==> config.mk <==
export PLATFORM = sky130hd
export DESIGN_NAME = ss_frame_deser
export DESIGN_NICKNAME = d
export VERILOG_FILES = /design/src/rtl/ss_frame_deser.sv
export SDC_FILE = /design/constraint.sdc
export NUM_CORES = 1
export LEC_CHECK = 0
export CORE_ASPECT_RATIO = 1.2
export CORE_MARGIN = 2
export CORE_UTILIZATION = 47
export CTS_CLUSTER_SIZE = 8
export DETAILED_ROUTE_END_ITERATION = 8
export PLACE_DENSITY_LB_ADDON = 0.05
export SLEW_MARGIN = 10
export SYNTH_ARGS = -nofsm -noshare
export SYNTH_HDL_FRONTEND = slang
export SYNTH_SLANG_ARGS = --single-unit
==> constraint.sdc <==
create_clock -name clk -period 1.55 [get_ports clk]
set_clock_uncertainty 0.1 [all_clocks]
set_input_delay 0.2325 -clock clk [delete_from_list [all_inputs] [get_ports clk]]
set_output_delay 0.2325 -clock clk [all_outputs]
set_load 0.05 [all_outputs]
==> src/rtl/ss_frame_deser.sv <==
// Serial frame deserializer: start, 8 data bits, even parity, stop.
// Delivers the last good byte with valid/parity status and sticky error flags.
//
// state  | meaning
// IDLE   | waiting for a start bit (ser_in=0)
// DATA   | shifting in the 8 data bits
// PARITY | capturing the parity bit
// STOP   | checking the stop bit, loading data_out on success
module ss_frame_deser (
   input  logic       clk,
   input  logic       rst_n,
   input  logic       en,
   input  logic       ser_in,
   input  logic       lsb_first,
   input  logic       ack,
   input  logic       clr_err,
   output logic [7:0] data_out,
   output logic       valid,
   output logic       parity_err,
   output logic       frame_err,
   output logic       overrun,
   output logic       busy
);

   typedef enum logic [1:0] {
      IDLE   = 2'd0,
      DATA   = 2'd1,
      PARITY = 2'd2,
      STOP   = 2'd3
   } state_t;

   state_t     state;
   logic [2:0] bit_cnt;
   logic [7:0] shreg;
   logic       lsb_lat;
   logic       par_bit;

   always_ff @(posedge clk or negedge rst_n) begin
      if (!rst_n) begin
         state      <= IDLE;
         bit_cnt    <= 3'd0;
         shreg      <= 8'h00;
         lsb_lat    <= 1'b0;
         par_bit    <= 1'b0;
         data_out   <= 8'h00;
         valid      <= 1'b0;
         parity_err <= 1'b0;
         frame_err  <= 1'b0;
         overrun    <= 1'b0;
         busy       <= 1'b0;
      end else begin
         // Clears come first so that a same-edge set below takes priority.
         if (ack) begin
            valid <= 1'b0;
         end
         if (clr_err) begin
            frame_err <= 1'b0;
            overrun   <= 1'b0;
         end

         if (en) begin
            case (state)
               IDLE: begin
                  if (!ser_in) begin
                     state   <= DATA;
                     bit_cnt <= 3'd0;
                     lsb_lat <= lsb_first;
                     busy    <= 1'b1;
                  end
               end
               DATA: begin
                  if (lsb_lat) begin
                     shreg <= {ser_in, shreg[7:1]};
                  end else begin
                     shreg <= {shreg[6:0], ser_in};
                  end
                  bit_cnt <= bit_cnt + 3'd1;
                  if (bit_cnt == 3'd7) begin
                     state <= PARITY;
                  end
               end
               PARITY: begin
                  par_bit <= ser_in;
                  state   <= STOP;
               end
               STOP: begin
                  state <= IDLE;
                  busy  <= 1'b0;
                  if (ser_in) begin
                     data_out   <= shreg;
                     valid      <= 1'b1;
                     parity_err <= (^shreg) ^ par_bit;
                     if (valid && !ack) begin
                        overrun <= 1'b1;
                     end
                  end else begin
                     frame_err <= 1'b1;
                  end
               end
               default: begin
                  state <= IDLE;
                  busy  <= 1'b0;
               end
            endcase
         end
      end
   end

endmodule

==> results of run 1 <==
power by group through the flow:
stage	Combinational, mW	Sequential [mW]	Clock, mW
final	2.46	1.41	0.349
after global routing	2.64	1.46	0.391
after CTS	2.45	1.41	0.363
after detailed placement	2.42	1.43	0
after global placement	2.36	1.41	0
after floorplan	1.04	1.74	0
final cells by class:
class / instances / share of cell area
Clock buffer: 4 / 0.0195
Inverter: 6 / 0.0121
Multi-Input combinational cell: 74 / 0.326
Sequential cell: 28 / 0.376
Tap cell: 34 / 0.0228
Timing Repair Buffer: 35 / 0.243
synthesized netlist by cell type:
library cell and instances:
dfrtp_1 28, clkbuf_1 2, nand3_1 1, ha_1 7, mux2_2 11, a21boi_2 1
a22o_1 1, o21ai_0 4, nor2_1 9, xnor3_1 1, mux2i_1 8, a32o_1 2
nand2b_1 2, o22ai_1 2, nor3_1 1, xnor2_1 4, inv_1 6, nand2_1 7
buf_2 2, and2_1 1, a21oi_1 9, o21ai_1 1, xor2_1 2
worst max-delay path, stage by stage, from the launching register on:
cell and delay, ns:
dfrtp_1 0.42, ha_1 0.21, ha_2 0.20, o21ai_4 0.14, mux2_2 0.35
worst max-delay path by stage:
stage / startpoint / to / slack (ns) / cells past startpoint
finish: bit_cnt[0] / state[1] / 0.04 / 4
global route: bit_cnt[0] / state[1] / -0.01 / 4
CTS: state[1] / shreg[5] / 0.002 / 7
detailed placement: en / lsb_lat / -0.06 / 5
global placement: en / lsb_lat / -0.03 / 5
floorplan: state[1] / shreg[6] / 0.004 / 7
through the flow:
step	utilization	instances	setup WS [ns]	area [µm²]
floorplan	-	112	0.00357	1320
detailed placement	0.655	176	-0.0605	1790
global placement	0.655	176	-0.0329	1790
CTS	0.673	181	0.00157	1840
finish	0.681	181	0.0407	1860
global route	0.681	181	-0.00994	1860
what timing repair did:
item / in CTS / in global routing
buffers inserted: 1 / 0
gates resized for setup: 2 / 7
setup endpoints to repair: 6 / 12
state kept, by name, summed over array words and instances, names as in the netlist, 2 cells and up:
register	count
data_out	8
state	2
shreg	8
bit_cnt	3
layer usage:
metal	global-route usage	vias to the layer above
met5	0	-
met4	0.0549	0
met3	0.0239	4
met2	0.288	11
met1	0.207	442
li1	-	457
logic make-up (layout without fill, tap and decap cells):
| family | Yosys count | in the layout | share of synthesized area |
|---|---|---|---|
| xor gates and xnor gates | 7 | 7 | 0.0569 |
| DFF | 28 | 28 | 0.531 |
| adders and majority gates | 7 | 7 | 0.0664 |
| and+or+nand+nor | 21 | 21 | 0.0674 |
| muxes | 19 | 19 | 0.155 |
| AOI/OAI and AO/OA | 20 | 20 | 0.0930 |
| buffers and inverters | 10 | 45 | 0.0304 |
==> impl_metrics.ini, run 1 <==
[die]
start_util = 0.483
row_count = 21
core_um2 = 2730
die_w_um = 52.4
num_io_pins = 20
dieHeight_um = 62.0
die_area_um2 = 3250

[yosys]
yosys.cell_types.count = 23
synthCells = 112
synth_top_area_share = 0.531
ys_seq_area_frac = 0.531
avgSynthCellArea_um2 = 11.8
synth_area_leaders = dfrtp_1 (53%), mux2_2 (9.4%), ha_1 (6.6%), mux2i_1 (6.1%), a21oi_1 (3.4%)
syn_area_um2 = 1320
yosys_warnings = 0
yosysTopAreaCell = dfrtp_1
synth_fp_nets = 126
ys_ff_latch = 28

[final_layout]
drive_above_1_share = 0.347
fill_cells = 209
final_common_cell = dfrtp_1
final_cell_mix = dfrtp_1 (28), buf_4 (15), buf_12 (14)
fin_nets = 162
seq_area_um2 = 701
area_growth_pct = 41.2
multi_input_area_um2 = 607
num_antenna_cells = 0

[global_route]
grtUsageTotal = 0.163
grt_start_max_net_pins = 29
overflow = 0
grt_pass1_vias = 871
antenna_found_initial = 0
grt_pass1_wl_um = 3890

[sta]
relSlewSlack = 0.702
holdWs_ns = 0.164
timing_hold_violations_final = 0
slew_violations = 0
grt_setup_unrepaired = yes
tightest_slew_ns = 0.447
period_share = 0.974
max_freq_ghz = 0.663
fin_crit_ns = 1.51
setup_violations = 0
final.setup.tns_ns = 0

[detailed_routing]
drcViolationCount = 0
top_layer = met4
wl_per_cell_um = 13.2
met3_wirelength_um = 62
routed-via-count = 914
met2_length_um = 1260
vias_per_cell = 5.05
wl_met1_um = 1050
wl_um = 2400
first_pass_iters = 3
drt_iter0_drc = 7
ant_nets = 0

[clocking]
htree_levels = 1
cts.sinks = 28
cts_tree = built
tritoncts.num_buffers = 3
insertion_delay_ns = 0.32
cts_root_buffer = clkbuf_4
clk_pin_slew_ns = 0.14
hold_buffers = 0
clock_path_buffers = 2

[status]
status = finished clean

[critical_path]
worstPathArrival_ns = 1.64
end_kind = flop
r2r_slack_ns = 0.04
timing.rr.start = bit_cnt[0]
cp_max_fo = 3
r2r-end = state[1]
crit_type = reg2reg
required_ns = 1.68
start_kind = flop
r2r_cells = 4

[pwr]
power_leakage_nw = 0.826
internal_power_mw = 2.54
vdd_ir_drop_max_v = 0.00117
p_sw_frac = 0.396
clockPowerShare = 0.083
power_density_nw_per_um2 = 2260
p_switching_mw = 1.67
total_power_mw = 4.21
p_seq_frac = 0.334
power_frac_comb = 0.583

[placed_design]
place_congestion = 0.782
portBuffers = 19
dp_hpwl_um = 1840

[min_path]
hold_path_class = in2async

[job]
cap_violations = 0
Power figures use the tool's default switching activity.
==> run 2: changes to the inputs <==
Settings changed: SLEW_MARGIN 10 to 20.
==> results of run 2 <==
No change in the layout: final DEF, timing and power equal those of run 1.
==> run 3: changes to the inputs <==
Settings changed: CORE_MARGIN 2 to not set, CORE_UTILIZATION 47 to 55.
Clock period 1.55 ns to 1.96 ns, I/O delays scaled along.
==> impl_metrics.ini, run 3 (synthesized netlist as in run 1, its figures left out) <==
[final_layout]
final_cell_mix = dfrtp_1 (28), clkdlybuf4s50_1 (18), mux2_2 (11)
drive_above_1_share = 0.148
fin_nets = 150
area_growth_pct = 21.3
fill_cells = 184
fin_area_um2 = 1600
largestRegisters = data_out x8, shreg x8, bit_cnt x3
final-instance-count-excl-fill = 166
final_common_cell = dfrtp_1
num_antenna_cells = 0

[critical_path]
end_kind = output port
worst_setup_path_startpoint = busy
crit_cells = 1
start_kind = flop
cpLargestDelayFamily = buffers and inverters
r2r_cells = 5
timing.rr.start = state[1]
crit_chain = clkdlybuf4s50_1
r2r_slack_ns = 0.21
cp_max_fo = 3
worstPathArrival_ns = 1.52
r2r-end = state[1]
required_ns = 1.57
slowest_delay_ns = 0.81
cp_slowest_cell = clkdlybuf4s50_1
critPathBufInv = 1
crit_type = reg2out

[job]
cap_violations = 0

[detailed_routing]
routed-via-count = 845
wl_per_cell_um = 13.1
vias_per_cell = 5.09
wl_um = 2180
ant_nets = 0
drt_iter0_drc = 10
first_pass_iters = 4
drcViolationCount = 0

[global_route]
antenna_found_initial = 0
grt_start_max_net_pins = 29
grtUsageTotal = 0.206
overflow = 0
grt_pass1_vias = 872
grt_pass1_wl_um = 3900

[sta]
slew_violations = 0
holdWs_ns = 0.226
max_freq_ghz = 0.522
fin_crit_ns = 1.91
grt_setup_unrepaired = no
setup_violations = 0
setup_ws_ns = 0.0461
relSlewSlack = 0.659
final.setup.tns_ns = 0
timing_hold_violations_final = 0
period_share = 0.976
tightest_slew_ns = 0.511

[clocking]
clock_path_buffers = 2
htree_levels = 1
tritoncts.num_buffers = 3
clk_pin_slew_ns = 0.15
cts_tree = built
cts.sinks = 28
insertion_delay_ns = 0.32
cts_root_buffer = clkbuf_4

[status]
status = finished clean

[placed_design]
postPlaceCellArea_um2 = 1560
place_congestion = 0.748
numPlacedInstances = 162
pre_cts_ws_ns = 0.139
dp_hpwl_um = 1610
portBuffers = 19

[pwr]
power_leakage_nw = 0.697
p_switching_mw = 1.21
internal_power_mw = 1.65
p_seq_frac = 0.377
power_density_nw_per_um2 = 1790
power_frac_comb = 0.527
clockPowerShare = 0.097
p_sw_frac = 0.422
vdd_ir_drop_max_v = 0.00113

[min_path]
hold_path_class = in2async

[die]
num_io_pins = 20
die_w_um = 46.7
core_um2 = 2280
dieHeight_um = 55.6
row_count = 19
die_area_um2 = 2600
start_util = 0.578
-- run 3: cell types whose count changed in the layout (fill, tap and decap cells not counted), sizes merged --
| cell | change |
|---|---|
| clkdlybuf4s50 | +12 |
| dlymetal6s2s | +1 |
| buf | -25 |
-- run 3: timing repair --
action,CTS,global route
hold endpoints to repair,0,0
setup endpoints to repair,0,1
buffers inserted,0,0
resized for setup,0,1
hold buffers,0,0
-- run 3: power groups by stage --
stage | Combinational, mW | Clock [mW] | Sequential (mW)
2_1_floorplan | 0.821 | 0 | 1.38
3_3_place_gp | 1.48 | 0 | 1.08
3_5_place_dp | 1.52 | 0 | 1.09
4_1_cts | 1.52 | 0.286 | 1.07
5_1_grt | 1.65 | 0.309 | 1.12
6_report | 1.50 | 0.277 | 1.08
-- run 3: layer usage --
layer	GRT usage	wire length, µm
met4	0.0816	17
met2	0.325	1140
met1	0.278	969
met5	0	0
met3	0.0325	58
-- run 3: how the worst max path moves through the flow --
| stage | endpoint | slack [ns] |
|---|---|---|
| finish | busy | 0.05 |
| CTS | busy | 0.03 |
| global placement | state[1] | 0.18 |
| floorplan | state[1] | 0.38 |
| detailed placement | state[1] | 0.14 |
| global route | parity_err | 0.002 |
-- run 3: through the flow --
stage	total power, mW	utilization
floorplan	2.20	-
global placement	2.56	0.684
detailed placement	2.61	0.684
CTS	2.88	0.700
global route	3.08	0.701
finish	2.86	0.701
-- run 3: cell type report --
| class | count | area [µm²] | share of cell area |
|---|---|---|---|
| Tap cell | 31 | 38.8 | 0.0243 |
| Sequential cell | 28 | 701 | 0.438 |
| Clock buffer | 4 | 36.3 | 0.0227 |
| Inverter | 6 | 22.5 | 0.0141 |
| Multi-Input combinational cell | 74 | 578 | 0.362 |
| Timing Repair Buffer | 23 | 223 | 0.139 |
